File: src/rtl/rx_packet_ctrl_if.sv
// Byte-stream handshake between the receive sequencer and the downstream consumer.
// The master drives bytes; the slave returns byte_ready.
interface rx_packet_ctrl_if;
    logic [7:0] byte_out;
    logic       byte_valid;
    logic       byte_ready;

    modport master (output byte_out, output byte_valid, input byte_ready);
    modport slave  (input byte_out, input byte_valid, output byte_ready);
endinterface

File: src/rtl/rx_packet_ctrl.sv
// Packet-level receive sequencer: hunts for a preamble, slices bits at mid-bit,
// checks the access address and frames header/payload/CRC as a byte stream.
module rx_packet_ctrl #(
    parameter int          SAMPLE_RATE = 16,
    parameter logic [31:0] ACCESS_ADDR = 32'h8E89BED6,
    parameter int          AA_TOL      = 0,
    parameter int          MAX_LEN     = 37,
    parameter int          CRC_BYTES   = 3
) (
    input  logic               clk,
    input  logic               resetn,
    input  logic               en,
    input  logic               data_bit,
    input  logic               preamble_detected,
    output logic               det_en,
    output logic               pkt_start,
    output logic               pkt_end,
    output logic [1:0]         pkt_err,
    output logic               busy,
    rx_packet_ctrl_if.master   bus
);

    localparam int PH_W = (SAMPLE_RATE > 2) ? $clog2(SAMPLE_RATE) : 1;
    localparam logic [PH_W-1:0] PH_LOAD = PH_W'(SAMPLE_RATE - 1);
    localparam logic [PH_W-1:0] PH_HALF = PH_W'(SAMPLE_RATE / 2 - 1);

    typedef enum logic [1:0] {
        S_SEARCH  = 2'd0,
        S_AA      = 2'd1,
        S_HEADER  = 2'd2,
        S_PAYLOAD = 2'd3
    } state_t;

    function automatic logic [5:0] popcount32(input logic [31:0] v);
        logic [5:0] c;
        c = 6'd0;
        for (int i = 0; i < 32; i++) begin
            c = c + {5'd0, v[i]};
        end
        return c;
    endfunction

    state_t          state_r;
    logic [PH_W-1:0] phase_r;
    logic [31:0]     aa_sr_r;
    logic [4:0]      aa_cnt_r;
    logic [7:0]      byte_sr_r;
    logic [2:0]      bit_cnt_r;
    logic [5:0]      byte_cnt_r;
    logic [7:0]      len_r;
    logic [7:0]      byte_out_r;
    logic            byte_valid_r;
    logic            det_en_r;
    logic            busy_r;
    logic            pkt_start_r;
    logic            pkt_end_r;
    logic [1:0]      pkt_err_r;

    logic [31:0] aa_next_s;
    logic [7:0]  byte_next_s;
    logic        aa_ok_s;
    logic        overflow_s;
    logic        last_byte_s;

    // Bits arrive LSB-first, so each new bit enters at the top and the first bit ends at bit 0.
    assign aa_next_s   = {data_bit, aa_sr_r[31:1]};
    assign byte_next_s = {data_bit, byte_sr_r[7:1]};
    assign aa_ok_s     = (popcount32(aa_next_s ^ ACCESS_ADDR) <= 6'(AA_TOL));
    assign overflow_s  = byte_valid_r && !bus.byte_ready;
    assign last_byte_s = ({2'b00, byte_cnt_r} == (len_r + 8'(CRC_BYTES + 1)));

    // Sequencer FSM, bit slicer, byte framing and handshake, all with registered outputs.
    always_ff @(posedge clk) begin
        if (!resetn) begin
            state_r      <= S_SEARCH;
            phase_r      <= '0;
            aa_sr_r      <= 32'd0;
            aa_cnt_r     <= 5'd0;
            byte_sr_r    <= 8'd0;
            bit_cnt_r    <= 3'd0;
            byte_cnt_r   <= 6'd0;
            len_r        <= 8'd0;
            byte_out_r   <= 8'd0;
            byte_valid_r <= 1'b0;
            det_en_r     <= 1'b1;
            busy_r       <= 1'b0;
            pkt_start_r  <= 1'b0;
            pkt_end_r    <= 1'b0;
            pkt_err_r    <= 2'd0;
        end else begin
            pkt_start_r <= 1'b0;
            pkt_end_r   <= 1'b0;
            pkt_err_r   <= 2'd0;
            // The consumer handshake runs regardless of en; a load below overrides the clear.
            if (byte_valid_r && bus.byte_ready) begin
                byte_valid_r <= 1'b0;
            end
            if (en) begin
                if (state_r == S_SEARCH) begin
                    if (preamble_detected) begin
                        state_r  <= S_AA;
                        phase_r  <= PH_HALF;
                        aa_cnt_r <= 5'd0;
                        det_en_r <= 1'b0;
                        busy_r   <= 1'b1;
                    end
                end else if (phase_r != '0) begin
                    phase_r <= phase_r - 1'b1;
                end else begin
                    phase_r <= PH_LOAD;
                    case (state_r)
                        S_AA: begin
                            aa_sr_r  <= aa_next_s;
                            aa_cnt_r <= aa_cnt_r + 5'd1;
                            if (aa_cnt_r == 5'd31) begin
                                if (aa_ok_s) begin
                                    pkt_start_r <= 1'b1;
                                    state_r     <= S_HEADER;
                                    bit_cnt_r   <= 3'd0;
                                    byte_cnt_r  <= 6'd0;
                                end else begin
                                    pkt_end_r <= 1'b1;
                                    pkt_err_r <= 2'd1;
                                    state_r   <= S_SEARCH;
                                    det_en_r  <= 1'b1;
                                    busy_r    <= 1'b0;
                                end
                            end
                        end
                        S_HEADER, S_PAYLOAD: begin
                            byte_sr_r <= byte_next_s;
                            bit_cnt_r <= bit_cnt_r + 3'd1;
                            if (bit_cnt_r == 3'd7) begin
                                if (overflow_s) begin
                                    pkt_end_r <= 1'b1;
                                    pkt_err_r <= 2'd3;
                                    state_r   <= S_SEARCH;
                                    det_en_r  <= 1'b1;
                                    busy_r    <= 1'b0;
                                end else begin
                                    byte_out_r   <= byte_next_s;
                                    byte_valid_r <= 1'b1;
                                    byte_cnt_r   <= byte_cnt_r + 6'd1;
                                    if (state_r == S_HEADER && byte_cnt_r == 6'd1) begin
                                        if (byte_next_s > 8'(MAX_LEN)) begin
                                            pkt_end_r <= 1'b1;
                                            pkt_err_r <= 2'd2;
                                            state_r   <= S_SEARCH;
                                            det_en_r  <= 1'b1;
                                            busy_r    <= 1'b0;
                                        end else begin
                                            len_r   <= byte_next_s;
                                            state_r <= S_PAYLOAD;
                                        end
                                    end else if (state_r == S_PAYLOAD && last_byte_s) begin
                                        pkt_end_r <= 1'b1;
                                        pkt_err_r <= 2'd0;
                                        state_r   <= S_SEARCH;
                                        det_en_r  <= 1'b1;
                                        busy_r    <= 1'b0;
                                    end
                                end
                            end
                        end
                        default: begin
                            state_r  <= S_SEARCH;
                            det_en_r <= 1'b1;
                            busy_r   <= 1'b0;
                        end
                    endcase
                end
            end
        end
    end

    assign det_en         = det_en_r;
    assign busy           = busy_r;
    assign pkt_start      = pkt_start_r;
    assign pkt_end        = pkt_end_r;
    assign pkt_err        = pkt_err_r;
    assign bus.byte_out   = byte_out_r;
    assign bus.byte_valid = byte_valid_r;

endmodule

File: src/flat_wrapper.sv
// flat-port wrapper written by rule: the top's interface ports become plain ports
module rx_packet_ctrl_flat 
#(
    parameter int          SAMPLE_RATE = 16,
    parameter logic [31:0] ACCESS_ADDR = 32'h8E89BED6,
    parameter int          AA_TOL      = 0,
    parameter int          MAX_LEN     = 37,
    parameter int          CRC_BYTES   = 3
)
  (clk, resetn, en, data_bit, preamble_detected, det_en, pkt_start, pkt_end, pkt_err, busy, bus_byte_out, bus_byte_valid, bus_byte_ready);
  rx_packet_ctrl_if bus_i ();
  input  logic clk;
  input  logic resetn;
  input  logic en;
  input  logic data_bit;
  input  logic preamble_detected;
  output logic det_en;
  output logic pkt_start;
  output logic pkt_end;
  output logic [1:0] pkt_err;
  output logic busy;
  output wire logic [$bits(bus_i.byte_out)-1:0] bus_byte_out;
  output wire logic [$bits(bus_i.byte_valid)-1:0] bus_byte_valid;
  input wire logic [$bits(bus_i.byte_ready)-1:0] bus_byte_ready;
  assign bus_byte_out = bus_i.byte_out;
  assign bus_byte_valid = bus_i.byte_valid;
  assign bus_i.byte_ready = bus_byte_ready;
  rx_packet_ctrl #(.SAMPLE_RATE(SAMPLE_RATE), .ACCESS_ADDR(ACCESS_ADDR), .AA_TOL(AA_TOL), .MAX_LEN(MAX_LEN), .CRC_BYTES(CRC_BYTES)) u_core (.clk(clk), .resetn(resetn), .en(en), .data_bit(data_bit), .preamble_detected(preamble_detected), .det_en(det_en), .pkt_start(pkt_start), .pkt_end(pkt_end), .pkt_err(pkt_err), .busy(busy), .bus(bus_i));
endmodule
File: config.mk
export PLATFORM = sky130hd
export DESIGN_NAME = rx_packet_ctrl_flat
export DESIGN_NICKNAME = d
export VERILOG_FILES = /design/src/rtl/rx_packet_ctrl_if.sv /design/src/rtl/rx_packet_ctrl.sv /design/src/flat_wrapper.sv
export SDC_FILE = /design/constraint.sdc
export NUM_CORES = 1
export LEC_CHECK = 0
export ABC_AREA = 1
export BUFFER_PORTS_ARGS = -buffer_cell sky130_fd_sc_hd__buf_4
export CAP_MARGIN = 15
export CORE_ASPECT_RATIO = 0.7
export CORE_MARGIN = 2
export CORE_UTILIZATION = 45
export CTS_CLUSTER_SIZE = 16
export DETAILED_ROUTE_END_ITERATION = 10
export PLACE_DENSITY = 0.72
export RECOVER_POWER = 100
export REMOVE_ABC_BUFFERS = 1
export SLEW_MARGIN = 20
export SYNTH_ARGS = -nofsm -noshare
export SYNTH_HDL_FRONTEND = slang
export SYNTH_SLANG_ARGS = --single-unit
File: constraint.sdc
create_clock -name clk -period 6.3 [get_ports clk]
set_input_delay 0.945 -clock clk [delete_from_list [all_inputs] [get_ports clk]]
set_output_delay 0.945 -clock clk [all_outputs]
set_load 0.02 [all_outputs]
==> impl_metrics.json <==
{
  "critPathLaunchType": "input port",
  "netlist_instances": 519,
  "drtIter0Drc": 233,
  "cts_tree": "done",
  "drt_pass1_iterations": 4,
  "worstPathArrival_ns": 5.81,
  "status": "complete, but fails checks",
  "drt-total-wl_um": 8900,
  "overflow": 0,
  "hold_viol": 0,
  "drv_slew": 97,
  "placed_area_sq_um": 4460,
  "fmax_ghz": 0.179,
  "drive_gt1_frac": 0.0781,
  "clockPowerShare": 0.286,
  "cp_top_family": "adder cells",
  "cp.required_ns": 6.52,
  "syn_to_final_growth_pct": 10.3,
  "power.internal_w": 0.00124,
  "path_max_fanout": 8,
  "ys.flop_type": "dfxtp_1",
  "hold_buffers": 0,
  "async_flop_share": 0,
  "yosys-top-cells-area": "dfxtp_1, fa_1, inv_1",
  "endpoint_kind": "register",
  "gp_congestion": 0.835,
  "cts_root_buffer": "clkbuf_16",
  "antenna_found_initial": 0,
  "yosys_register_bits": 81,
  "grt_max_degree": 54,
  "p_seq_frac": 0.307,
  "initial_core_util": 0.464,
  "yosys_warnings": 0,
  "cts.repair.resized": 0,
  "grtUsageTotal": 0.192,
  "syn_area_per_cell_sq_um": 8.15,
  "diodes": 0,
  "hpwl_um": 6490,
  "numCtsBuffers": 9,
  "clock_latency_ns": 0.34,
  "rsz0062_at_grt": "false",
  "switching_share": 0.383,
  "layout_common_cells": "inv_1, dfxtp_1, nand2_1",
  "die_h_um": 85.1,
  "core_sq_um": 9110,
  "final_area_sq_um": 4670,
  "cap_viol_max_count": 2,
  "numClockSinks": 81,
  "p_per_area_nw_per_um2": 429,
  "period_minus_slack_ns": 5.59,
  "synth_cell_type_count": 36,
  "synth_top_area_frac": 0.383,
  "cpMostUsedCell": "fa_1",
  "via_count": 3315,
  "io_buffers": 20,
  "die_w_um": 120,
  "synth_enable_flop_cells": 0,
  "power_leakage_nw": 1.91,
  "hold_path.class": "reg2reg",
  "viasPerCell": 5.01,
  "final_net_count": 578,
  "syn_area_sq_um": 4230,
  "drcViolationCount": 0,
  "cts_setup_buffers": 0,
  "setup_violations": 0,
  "fin_tns_setup_ns": 0,
  "max_stage_delay_ns": 0.54,
  "fin_crit_sh": 0.887,
  "h-tree-depth": 3,
  "final_common_cell": "inv_1",
  "relSlewSlack": -0.504,
  "synth_top_area_cell": "dfxtp_1",
  "ios": 21,
  "crit_chain": "clkbuf_1, fa_1, inv_1, fa_1, fa_1, inv_1, fa_1, fa_1, inv_1, fa_1, inv_1, fa_1, nand3_1, nor3_1, nand2_1, nand2_1, nand2_1, nor2_4, inv_1, a21oi_1, nor2_1",
  "crit_slowest_cell": "fa_1",
  "path_clk_slew_ns": 0.06,
  "num_rows": 29,
  "grt_pass1_vias": 3284,
  "switching_power_w": 0.000766,
  "ys_seq_area_frac": 0.383,
  "path_buf_inv": 6,
  "die-area_sq_um": 10200,
  "violations": "capacitance limit, slew limit",
  "post_drt_wl_per_cell_um": 13.5,
  "cts_buffer_depth": 2,
  "finClkSkew_ns": 0.00588,
  "vdd_ir_drop_max_v": 0.000158,
  "final_antenna_net_count": 0,
  "p_comb_frac": 0.407,
  "grt_pass1_wl_um": 15400,
  "worst_pin_slew_ns": 2.25,
  "worstSetupPathType": "in2reg"
}
## through the flow
stage | utilization | instances | total power, W | setup WS (ns) | hold slack [ns]
6_report | 0.512 | 662 | 0.00200 | 0.711 | 0.471
5_1_grt | 0.512 | 662 | 0.00217 | 0.431 | 0.504
2_1_floorplan | - | 502 | 0.00125 | 0.895 | 0.444
3_3_place_gp | 0.489 | 646 | 0.00140 | 0.602 | 0.451
4_1_cts | 0.525 | 662 | 0.00204 | 0.810 | 0.470
3_5_place_dp | 0.489 | 646 | 0.00146 | 0.465 | 0.460
## registers in the layout (all words and copies together), names as in the netlist, 2 cells and up
signal               count
u_core.aa_cnt_r          5
u_core.aa_sr_r          31
u_core.bit_cnt_r         3
u_core.bus.byte_out      8
u_core.byte_cnt_r        6
u_core.byte_sr_r         7
u_core.len_r             8
u_core.phase_r           4
u_core.pkt_err           2
u_core.state_r           2
## area by class of cell
type	instances	area (sq um)
clock buffer	9	225
clock inverter	7	101
fill	861	4440
inverter	87	327
multi-input combinational	334	2150
sequential	81	1620
tap	124	155
timing repair buffer	20	86.3
## logic make-up after synthesis
group | Yosys count | synth area share
buffers and inverters | 104 | 0.0961
AND/OR/NAND/NOR | 167 | 0.196
AO/OA/AOI/OAI | 125 | 0.162
flip-flops | 81 | 0.383
XOR/XNOR | 3 | 0.00621
adder cells (fa/ha/maj) | 39 | 0.156
## worst paths after layout
check,from,endpoint,slack [ns],cells after the start
setup / recovery,data_bit,u_core.byte_cnt_r[0],0.71,21
hold / removal,u_core.aa_cnt_r[4],u_core.aa_cnt_r[4],0.47,2
setup reg to reg,u_core.aa_sr_r[2],u_core.byte_cnt_r[0],0.84,21
hold reg to reg,u_core.aa_cnt_r[4],u_core.aa_cnt_r[4],0.47,2
## layer usage
layer | vias to the layer above | global-route usage | part of all wire
met4 | 0 | 0.0684 | 0.014
met3 | 11 | 0.0450 | 0.043
met5 | - | 0 | 0
met1 | 1550 | 0.266 | 0.51
li1 | 1693 | - | -
met2 | 61 | 0.296 | 0.44
## power by group through the flow
stage / combinational, W / clock, W / sequential, W
5_1_grt: 0.000945 / 0.000602 / 0.000622
3_5_place_dp: 0.000840 / 0 / 0.000625
3_3_place_gp: 0.000781 / 0 / 0.000624
6_report: 0.000815 / 0.000572 / 0.000614
2_1_floorplan: 0.000635 / 0 / 0.000617
4_1_cts: 0.000848 / 0.000579 / 0.000615
## Yosys cell counts, types with 7 or more instances
| cell | count |
|---|---|
| o21ai_0 | 53 |
| ha_1 | 16 |
| inv_1 | 80 |
| clkbuf_1 | 12 |
| nand3_1 | 16 |
| a21oi_1 | 57 |
| nor3_1 | 11 |
| nor2_1 | 46 |
| fa_1 | 23 |
| nand2_1 | 64 |
| dfxtp_1 | 81 |
| inv_2 | 7 |
## worst reg2reg max path: stages, from the launching register on
cell and delay (ns):
dfxtp_1 0.32, inv_1 0.06, ha_1 0.29, fa_1 0.48, fa_1 0.50, fa_1 0.51, inv_1 0.05, fa_1 0.47
fa_1 0.51, inv_1 0.05, fa_1 0.48, inv_1 0.05, fa_1 0.48, nand3_1 0.07, nor3_1 0.17, nand2_1 0.12
nand2_1 0.07, nand2_1 0.14, nor2_4 0.21, inv_1 0.14, a21oi_1 0.14, nor2_1 0.05
Power figures use the tool's default switching activity.
